--- config.mk ---
export PLATFORM = sky130hd
export DESIGN_NAME = aq_alu_flat
export DESIGN_NICKNAME = d
export VERILOG_FILES = /design/src/rtl/aq_alu_pkg.sv /design/src/rtl/aq_alu_if.sv /design/src/rtl/aq_alu_acc.sv /design/src/rtl/aq_alu.sv /design/src/flat_wrapper.sv
export SDC_FILE = /design/constraint.sdc
export NUM_CORES = 1
export LEC_CHECK = 0
export BUFFER_PORTS_ARGS = -buffer_cell sky130_fd_sc_hd__buf_2
export CAP_MARGIN = 20
export CORE_MARGIN = 1.5
export CORE_UTILIZATION = 42
export DETAILED_ROUTE_END_ITERATION = 8
export PLACE_DENSITY = 0.58
export SYNTH_ARGS = -nofsm -noshare
export SYNTH_HDL_FRONTEND = slang
export SYNTH_SLANG_ARGS = --single-unit
export TNS_END_PERCENT = 30
--- constraint.sdc ---
create_clock -name clock -period 12.5 [get_ports clock]
set_clock_uncertainty 0.15 [all_clocks]
set_input_delay 0.625 -clock clock [delete_from_list [all_inputs] [get_ports clock]]
set_output_delay 0.625 -clock clock [all_outputs]
set_load 0.03 [all_outputs]
--- src/rtl/aq_alu_pkg.sv ---
// Shared opcode encoding and default widths for the aq_alu leaf ALU.
package aq_alu_pkg;

    localparam int IN_W_DEF  = 2;
    localparam int OUT_W_DEF = 8;

    typedef enum logic [3:0] {
        OP_ADD     = 4'b0000,
        OP_SUB     = 4'b0001,
        OP_MUL     = 4'b0010,
        OP_DIV     = 4'b0011,
        OP_MOD     = 4'b0100,
        OP_AND     = 4'b0101,
        OP_OR      = 4'b0110,
        OP_XOR     = 4'b0111,
        OP_NAND    = 4'b1000,
        OP_NOR     = 4'b1001,
        OP_XNOR    = 4'b1010,
        OP_SHL     = 4'b1011,
        OP_SHR     = 4'b1100,
        OP_CMP     = 4'b1101,
        OP_ACC_RD  = 4'b1110,
        OP_ACC_MAC = 4'b1111
    } op_e;

endpackage

--- src/rtl/aq_alu_if.sv ---
// Operand/opcode/result bundle between a requester and the aq_alu datapath.
interface aq_alu_if
    import aq_alu_pkg::*;
#(
    parameter int IN_W  = IN_W_DEF,
    parameter int OUT_W = OUT_W_DEF
);
    logic [IN_W-1:0]  A;
    logic [IN_W-1:0]  B;
    logic [3:0]       Opcode;
    logic [OUT_W-1:0] Output;

    modport master (output A, output B, output Opcode, input  Output);
    modport slave  (input  A, input  B, input  Opcode, output Output);
endinterface

--- src/rtl/aq_alu_acc.sv ---
// Accumulator register with async active-low clear; wraps by default,
// saturates at all-ones when AQ_ALU_ACC_SAT_EN is defined.
module aq_alu_acc
    import aq_alu_pkg::*;
#(
    parameter int OUT_W = OUT_W_DEF
) (
    input  logic             clock,
    input  logic             reset,
    input  logic             en,
    input  logic [OUT_W-1:0] addend,
    output logic [OUT_W-1:0] acc_o
);
    logic [OUT_W-1:0] acc_q;
    logic [OUT_W-1:0] acc_d;
`ifdef AQ_ALU_ACC_SAT_EN
    logic [OUT_W:0]   sum;
`else
    logic [OUT_W-1:0] sum;
`endif

    always_comb begin
`ifdef AQ_ALU_ACC_SAT_EN
        sum   = {1'b0, acc_q} + {1'b0, addend};
        acc_d = acc_q;
        if (en) acc_d = sum[OUT_W] ? '1 : sum[OUT_W-1:0];
`else
        sum   = acc_q + addend;
        acc_d = acc_q;
        if (en) acc_d = sum;
`endif
    end

    always_ff @(posedge clock or negedge reset) begin
        if (!reset) acc_q <= '0;
        else        acc_q <= acc_d;
    end

    assign acc_o = acc_q;
endmodule

--- src/rtl/aq_alu.sv ---
// Combinational ALU with a registered multiply-accumulate path.
// Build option: AQ_ALU_ACC_SAT_EN selects a saturating accumulator.
module aq_alu
    import aq_alu_pkg::*;
#(
    parameter int IN_W  = IN_W_DEF,
    parameter int OUT_W = OUT_W_DEF
) (
    input  logic    clock,
    input  logic    reset,
    aq_alu_if.slave bus
);
    logic [OUT_W-1:0] a_x, b_x, prod, acc_val, result;
    logic [IN_W-1:0]  nand_v, nor_v, xnor_v;

    assign a_x  = OUT_W'(bus.A);
    assign b_x  = OUT_W'(bus.B);
    assign prod = a_x * b_x;

    // Inversions happen at operand width so the upper result bits stay zero.
    assign nand_v = ~(bus.A & bus.B);
    assign nor_v  = ~(bus.A | bus.B);
    assign xnor_v = ~(bus.A ^ bus.B);

    aq_alu_acc #(.OUT_W(OUT_W)) u_acc (
        .clock  (clock),
        .reset  (reset),
        .en     (bus.Opcode == OP_ACC_MAC),
        .addend (prod),
        .acc_o  (acc_val)
    );

    always_comb begin
        result = '0;
        case (op_e'(bus.Opcode))
            OP_ADD:     result = a_x + b_x;
            OP_SUB:     result = a_x - b_x;
            OP_MUL:     result = prod;
            OP_DIV:     result = (bus.B == '0) ? '1 : a_x / b_x;
            OP_MOD:     result = (bus.B == '0) ? '1 : a_x % b_x;
            OP_AND:     result = OUT_W'(bus.A & bus.B);
            OP_OR:      result = OUT_W'(bus.A | bus.B);
            OP_XOR:     result = OUT_W'(bus.A ^ bus.B);
            OP_NAND:    result = OUT_W'(nand_v);
            OP_NOR:     result = OUT_W'(nor_v);
            OP_XNOR:    result = OUT_W'(xnor_v);
            OP_SHL:     result = a_x << bus.B;
            OP_SHR:     result = a_x >> bus.B;
            OP_CMP:     result = {{(OUT_W-3){1'b0}}, bus.A > bus.B, bus.A == bus.B, bus.A < bus.B};
            OP_ACC_RD:  result = acc_val;
            OP_ACC_MAC: result = acc_val;
        endcase
    end

    assign bus.Output = result;
endmodule

--- src/flat_wrapper.sv ---
// flat-port wrapper written by rule: the top's interface ports become plain ports
module aq_alu_flat import aq_alu_pkg::*;
#(
    parameter int IN_W  = IN_W_DEF,
    parameter int OUT_W = OUT_W_DEF
)
  (clock, reset, bus_A, bus_B, bus_Opcode, bus_Output);
  aq_alu_if #(.IN_W(IN_W), .OUT_W(OUT_W)) bus_i ();
  input  logic clock;
  input  logic reset;
  input wire logic [$bits(bus_i.A)-1:0] bus_A;
  input wire logic [$bits(bus_i.B)-1:0] bus_B;
  input wire logic [$bits(bus_i.Opcode)-1:0] bus_Opcode;
  output wire logic [$bits(bus_i.Output)-1:0] bus_Output;
  assign bus_i.A = bus_A;
  assign bus_i.B = bus_B;
  assign bus_i.Opcode = bus_Opcode;
  assign bus_Output = bus_i.Output;
  aq_alu #(.IN_W(IN_W), .OUT_W(OUT_W)) u_core (.clock(clock), .reset(reset), .bus(bus_i));
endmodule
==> metrics.txt, run 1 <==
crit-path leading delay family compound AO/OA/AOI/OAI gates; Max-Cap Viols 0; CTS resizes 0; ys flop type dfrtp_1; port bufs 17; count leader, synth nand2_1; Post-synth EDFFs 0; Tmin final 6.03 ns; cell taking the most area after synthesis ha_1; Placeable Area 0.00406 mm2; via count 1843; Worst Setup Start Kind input port; post-synth top area share 13.9%; H-tree lvl count 1; final slew viol count 0; CTS tree done; Chip Height 68.5 um; die area 0.00469 mm2; Setup TNS 0 ns; # IOs 18; Avg Cell Area, Syn roughly 7.5 um2; slowest stage cell, crit path or3_1; Mapped Cells 239; Distinct cells, synth 58; worst path cell trace buf_2 -> inv_1 -> ha_1 -> inv_1 -> nor2_1 -> ha_1 -> or3_1 -> o21ai_0 -> o21ai_0 -> mux2i_1 -> inv_1 -> ha_1 -> a221o_1 -> a31oi_1 -> nand2_1 -> or2_1 -> mux2_1 -> a21oi_1 -> buf_2; status completed; top post-synthesis cells by area ha_1 (14%), dfrtp_1 (11%), nand2_1 (6.0%); FF+latch area around 200 um2; Num CTS Buffers 3; Critical Path AT between 5 and 6 ns; WS Path Type input port to output port; worst skew pair latency 0.23 ns; Min Hold Slack between 0.08 and 0.09 ns; peak supply drop around 54 uV; # DRC 0; Root Buffer clkbuf_8; Async SR Flop Fraction 100%; Yosys reg bits 8; crit-path max cell delay ~0.40 ns; Iteration-0 DRC Markers around 270; Rows 23; hold crit path type input port to asynchronous set/reset pin; RSZ-0062 raised after global routing no; grt ovf 0; fillcell total a little over 400; crit path capture type output port; Seq/Total Area, Yosys 11.1%; Final Cycle Share 48.2%; Post-synth top cells nand2_1 (29), ha_1 (20), nor2_1 (20); vias per cell 6.23; max reg flops 8; initial antenna violation count 0; nets@finish around 280; largest net degree at the start of global routing 23; routability cong. 0.855; Num Clock Sinks 8; PD cells 85.3 mW/mm2; Fmax 166 MHz; Clock Path Buffers 2; Hold Vio Cnt, Final 0; drt total wl 4.86 mm; WL/cell 16.4 um; Clock transition at path regs 0.04 ns; Ant. Diodes 0; GRT Total Usage between 20% and 30%; multi-input logic area roughly 0.0015 mm2; P_leak 0.905 nW; CP Buf/Inv Count 5; initial core utilization 44.4%; setup repair bufs after CTS 0; Layout area overhead 7.15%; global-route wire length before repair 8.06 mm; Die W roughly 69 um; hold_buf cts 0; count of final setup violators 0; Slew HR 67.9%; Req. time, crit path 11.73 ns; syn nets 273; synthesized area 0.00180 mm2; Routed Antenna Nets 0; TritonRoute pass-1 iters 5; actual slew at the worst max-slew pin 0.481 ns; share of layout cells above drive strength 1 11.8%; CP max FO 12; Synth Warn # 0; final HPWL from detailed placement 3.85 mm; vias in the first global route 1661
-- power breakdown --
part / total, mW / switching (mW) / internal, mW
clock network: 0.0318 / 0.0108 / 0.0209
logic: 0.0939 / 0.0566 / 0.0373
registers: 0.0391 / 0.00688 / 0.0322
-- stage by stage --
stage                     total power, mW  area (um2)  utilization, %  worst slack [ns]  instances
after detailed placement            0.131        1890            46.6              6.58        293
after global placement              0.132        1890            46.6              6.71        293
after CTS                           0.165        1930            47.6              6.56        296
after global routing                0.180        1930            47.6              6.15        296
after floorplan                     0.110        1800               -              7.14        239
final                               0.165        1930            47.6              6.47        296
-- worst paths after layout --
path | start | end | slack [ns] | cells after the start
worst max-delay path | bus_B[1] | bus_Output[0] | 6.47 | 19
max in group asynchronous | reset | u_core.u_acc.acc_o[4] | 11.93 | 1
min in group clock | u_core.u_acc.acc_o[7] | u_core.u_acc.acc_o[7] | 0.33 | 1
worst min-delay path | reset | u_core.u_acc.acc_o[6] | 0.09 | 1
worst min register to register | u_core.u_acc.acc_o[7] | u_core.u_acc.acc_o[7] | 0.33 | 1
worst max register to register | u_core.u_acc.acc_o[0] | u_core.u_acc.acc_o[4] | 10.56 | 6
-- cells in the final DEF, fill, tap and decap left out, types with 3 or more instances in the layout --
| cell | netlist | final |
|---|---|---|
| nor4b_1 | 4 | 4 |
| nand2b_1 | 3 | 3 |
| a32oi_1 | 5 | 5 |
| ha_1 | 20 | 20 |
| clkbuf_8 | 0 | 3 |
| fa_1 | 4 | 4 |
| nand2_1 | 29 | 29 |
| nor2b_1 | 4 | 4 |
| o21ai_0 | 18 | 18 |
| a21oi_1 | 16 | 16 |
| a21o_1 | 3 | 3 |
| dfrtp_1 | 8 | 8 |
| buf_2 | 3 | 17 |
| nand3_1 | 8 | 8 |
| o22ai_1 | 3 | 3 |
| a31oi_1 | 5 | 5 |
| xor2_1 | 6 | 6 |
| or3_1 | 4 | 4 |
| inv_1 | 15 | 15 |
| nand4_1 | 5 | 5 |
| mux2i_1 | 5 | 5 |
| nor2_1 | 20 | 20 |
-- cells by family (layout without fill, tap and decap cells) --
group                    count (synthesis)  count (layout)  share of synthesized area [%]
multiplexers                             8               8                           5.27
adder cells (fa/ha/maj)                 24              24                           18.3
AND/OR/NAND/NOR                         91              91                           27.1
XOR/XNOR                                 8               8                           3.89
AO/OA/AOI/OAI                           72              72                           27.8
buffers and inverters                   28              35                           6.45
flip-flops                               8               8                           11.1
-- area by class of cell --
cell class / count / area share (%)
Multi-Input combinational cell: 203 / 76.9
Sequential cell: 8 / 10.4
Timing Repair Buffer: 17 / 4.40
Tap cell: 50 / 3.24
Inverter: 15 / 2.91
Clock buffer: 3 / 2.14
-- per-layer routing --
layer,GRT usage [%],share of wire (%),vias up,routed length [um]
met3,2.44,6.6,4,323
met4,3.25,0.84,0,41
met2,35.6,44,75,2140
met5,0,0,-,0
met1,33.7,48,861,2360
li1,-,-,903,-
Note: power is estimated with default switching activity, not from simulation.
==> run 2, diff against run 1 <==
PLACE_DENSITY = 0.6   (was 0.58)
clock period = 5 ns   (was 12.5 ns; I/O delays follow)
==> metrics.txt, run 2 (synthesized netlist as in run 1, its figures left out) <==
Max-Cap Viols 0 (unchanged); drt total wl 4.87 mm (was 4.86 mm); # IOs 18 (unchanged); CP startpoint bus_B[0] (was bus_B[1]); Worst Setup Start Kind input port (unchanged); Die W 68.5 um (unchanged); r2r setup slk 3.05 ns (was 10.56 ns); P_leak 0.944 nW (was 0.905 nW); actual slew at the worst max-slew pin 0.377 ns (was 0.481 ns); count of final setup violators 0 (unchanged); Clock power frac 19.4% (was 19.3%); peak supply drop 119 uV (was 54.2 uV); Flop pwr share 23.2% (was 23.7%); commonest non-fill, non-tap cell in the layout nand2_1 (unchanged); CP max FO 8 (was 12); TritonRoute pass-1 iters 4 (was 5); crit path capture type output port (unchanged); CTS tree done (unchanged); grt ovf 0 (unchanged); WL/cell 16.0 um (was 16.4 um); Power Internal 231 uW (was 90.4 uW); worst path cell trace buf_2 -> inv_1 -> ha_1 -> inv_1 -> nor2_1 -> ha_1 -> or3_1 -> o21ai_0 -> o21ai_0 -> mux2i_1 -> inv_1 -> ha_1 -> a221o_1 -> a31oi_1 -> nand2_1 -> or2_1 -> mux2_1 -> a21oi_1 -> buf_2 (unchanged); global-route wire length before repair 7.86 mm (was 8.06 mm); Pwr Total 415 uW (was 165 uW); fillcell total 407 (was 415); Routed Antenna Nets 0 (unchanged); slowest stage cell, crit path a221o_1 (was or3_1); WS Path Type input port to output port (unchanged); commonest non-fill, non-tap cells in the layout nand2_1 (29), nor2_1 (20), ha_1 (20) (unchanged); Hold Vio Cnt, Final 0 (unchanged); Slew HR 74.6% (was 67.9%); Placeable Area 0.00406 mm2 (unchanged); Chip Height 68.5 um (unchanged); RSZ-0062 raised after global routing no (unchanged); Num Clock Sinks 8 (unchanged); crit-path max cell delay 0.37 ns (was 0.40 ns); FF+latch area 200 um2 (unchanged); Clock Path Buffers 2 (unchanged); FF-to-FF End u_core.u_acc.acc_o[7] (was u_core.u_acc.acc_o[4]); PD cells 208 mW/mm2 (was 85.3 mW/mm2); pre-CTS setup slack 0.276 ns (was 6.58 ns); Clock transition at path regs 0.04 ns (about the same); combinational power share 57.4% (was 57.0%); GRT Total Usage 21.9% (was 22.6%); RR Startpoint u_core.u_acc.acc_o[1] (was u_core.u_acc.acc_o[0]); Critical Path AT 4.29 ns (was 5.26 ns); final instance area 0.00199 mm2 (was 0.00193 mm2); port bufs 17 (unchanged); dpl cells 299 (was 293); vias in the first global route 1641 (was 1661); worst skew pair latency 0.23 ns (about the same); post-route non-filler standard cell count 304 (was 296); largest net degree at the start of global routing 23 (unchanged); max reg flops 8 (unchanged); crit-path leading delay family compound AO/OA/AOI/OAI gates (unchanged); routability cong. 0.880 (was 0.855); initial antenna violation count 0 (unchanged); Fmax 213 MHz; Final Cycle Share 93.8%; r2r worst-path depth 7 (was 6); share of layout cells above drive strength 1 14.2% (was 11.8%); status completed (unchanged); Worst path depth 19 (unchanged); nets@finish 290 (was 282); initial core utilization 44.4% (unchanged); H-tree lvl count 1 (unchanged); Tmin final 4.69 ns; die area 0.00469 mm2 (unchanged); final slew viol count 0 (unchanged); vias per cell 6.02 (was 6.23); via count 1831 (was 1843); Rows 23 (unchanged); Setup TNS 0 ns (unchanged); Critical path destination bus_Output[0] (unchanged); multi-input logic area 0.00149 mm2 (unchanged); switching fraction of total power 44.4% (was 45.1%); CP Buf/Inv Count 5 (unchanged); placed inst area 0.00194 mm2 (was 0.00189 mm2); Num CTS Buffers 3 (unchanged); final HPWL from detailed placement 3.90 mm (was 3.85 mm); Req. time, crit path 4.60 ns (was 11.73 ns); Iteration-0 DRC Markers 160 (was 268); hold crit path type input port to asynchronous set/reset pin (unchanged); Layout area overhead 10.6% (was 7.15%); Final WS setup 0.311 ns (was 6.47 ns); Ant. Diodes 0 (unchanged); # DRC 0 (unchanged); Sw Pwr 184 uW (was 74.3 uW); Root Buffer clkbuf_8 (unchanged)
-- run 2: cell type report --
| class | count | area share, % |
|---|---|---|
| multi-input cells | 203 | 74.5 |
| clock buffers | 3 | 2.07 |
| inverters | 15 | 2.82 |
| repair buffers | 25 | 7.40 |
| well taps | 50 | 3.14 |
| flip-flops and latches | 8 | 10.0 |
-- run 2: worst min path at each step --
stage / start / endpoint / slack [ns]
5_1_grt: reset / u_core.u_acc.acc_o[3] / 0.28
2_1_floorplan: reset / u_core.u_acc.acc_o[0] / -0.20
3_3_place_gp: reset / u_core.u_acc.acc_o[5] / -0.05
6_report: reset / u_core.u_acc.acc_o[3] / 0.24
4_1_cts: reset / u_core.u_acc.acc_o[3] / 0.24
3_5_place_dp: reset / u_core.u_acc.acc_o[7] / -0.04
-- run 2: per-stage QoR --
step / util, % / hold slack, ns
global route: 49.2 / 0.283
finish: 49.2 / 0.239
floorplan: - / -0.196
CTS: 49.0 / 0.243
global placement: 47.7 / -0.0470
detailed placement: 47.7 / -0.0440
-- run 2: what timing repair did --
action	in CTS	in global routing
gates resized for setup	0	0
hold buffers	1	0
setup buffers	0	1
hold endpoints to repair	8	0
endpoints found under the setup margin	0	1
-- run 2: power groups by stage --
stage | Sequential [mW] | Clock, mW | Combinational (mW)
after floorplan | 0.0933 | 0 | 0.181
after global placement | 0.0975 | 0 | 0.235
after detailed placement | 0.0977 | 0 | 0.234
after CTS | 0.0967 | 0.0809 | 0.237
after global routing | 0.0982 | 0.0848 | 0.266
final | 0.0964 | 0.0803 | 0.238
-- run 2: metal layers --
metal  routed length, um  GRT usage, %  vias to the layer above  share of wire, %
met2                2280          35.8                       58                47
met1                2320          31.5                      863                48
li1                    -             -                      910                 -
met5                   0             0                        -                 0
met3                 270          3.25                        0               5.5
met4                   0          1.50                        0                 0
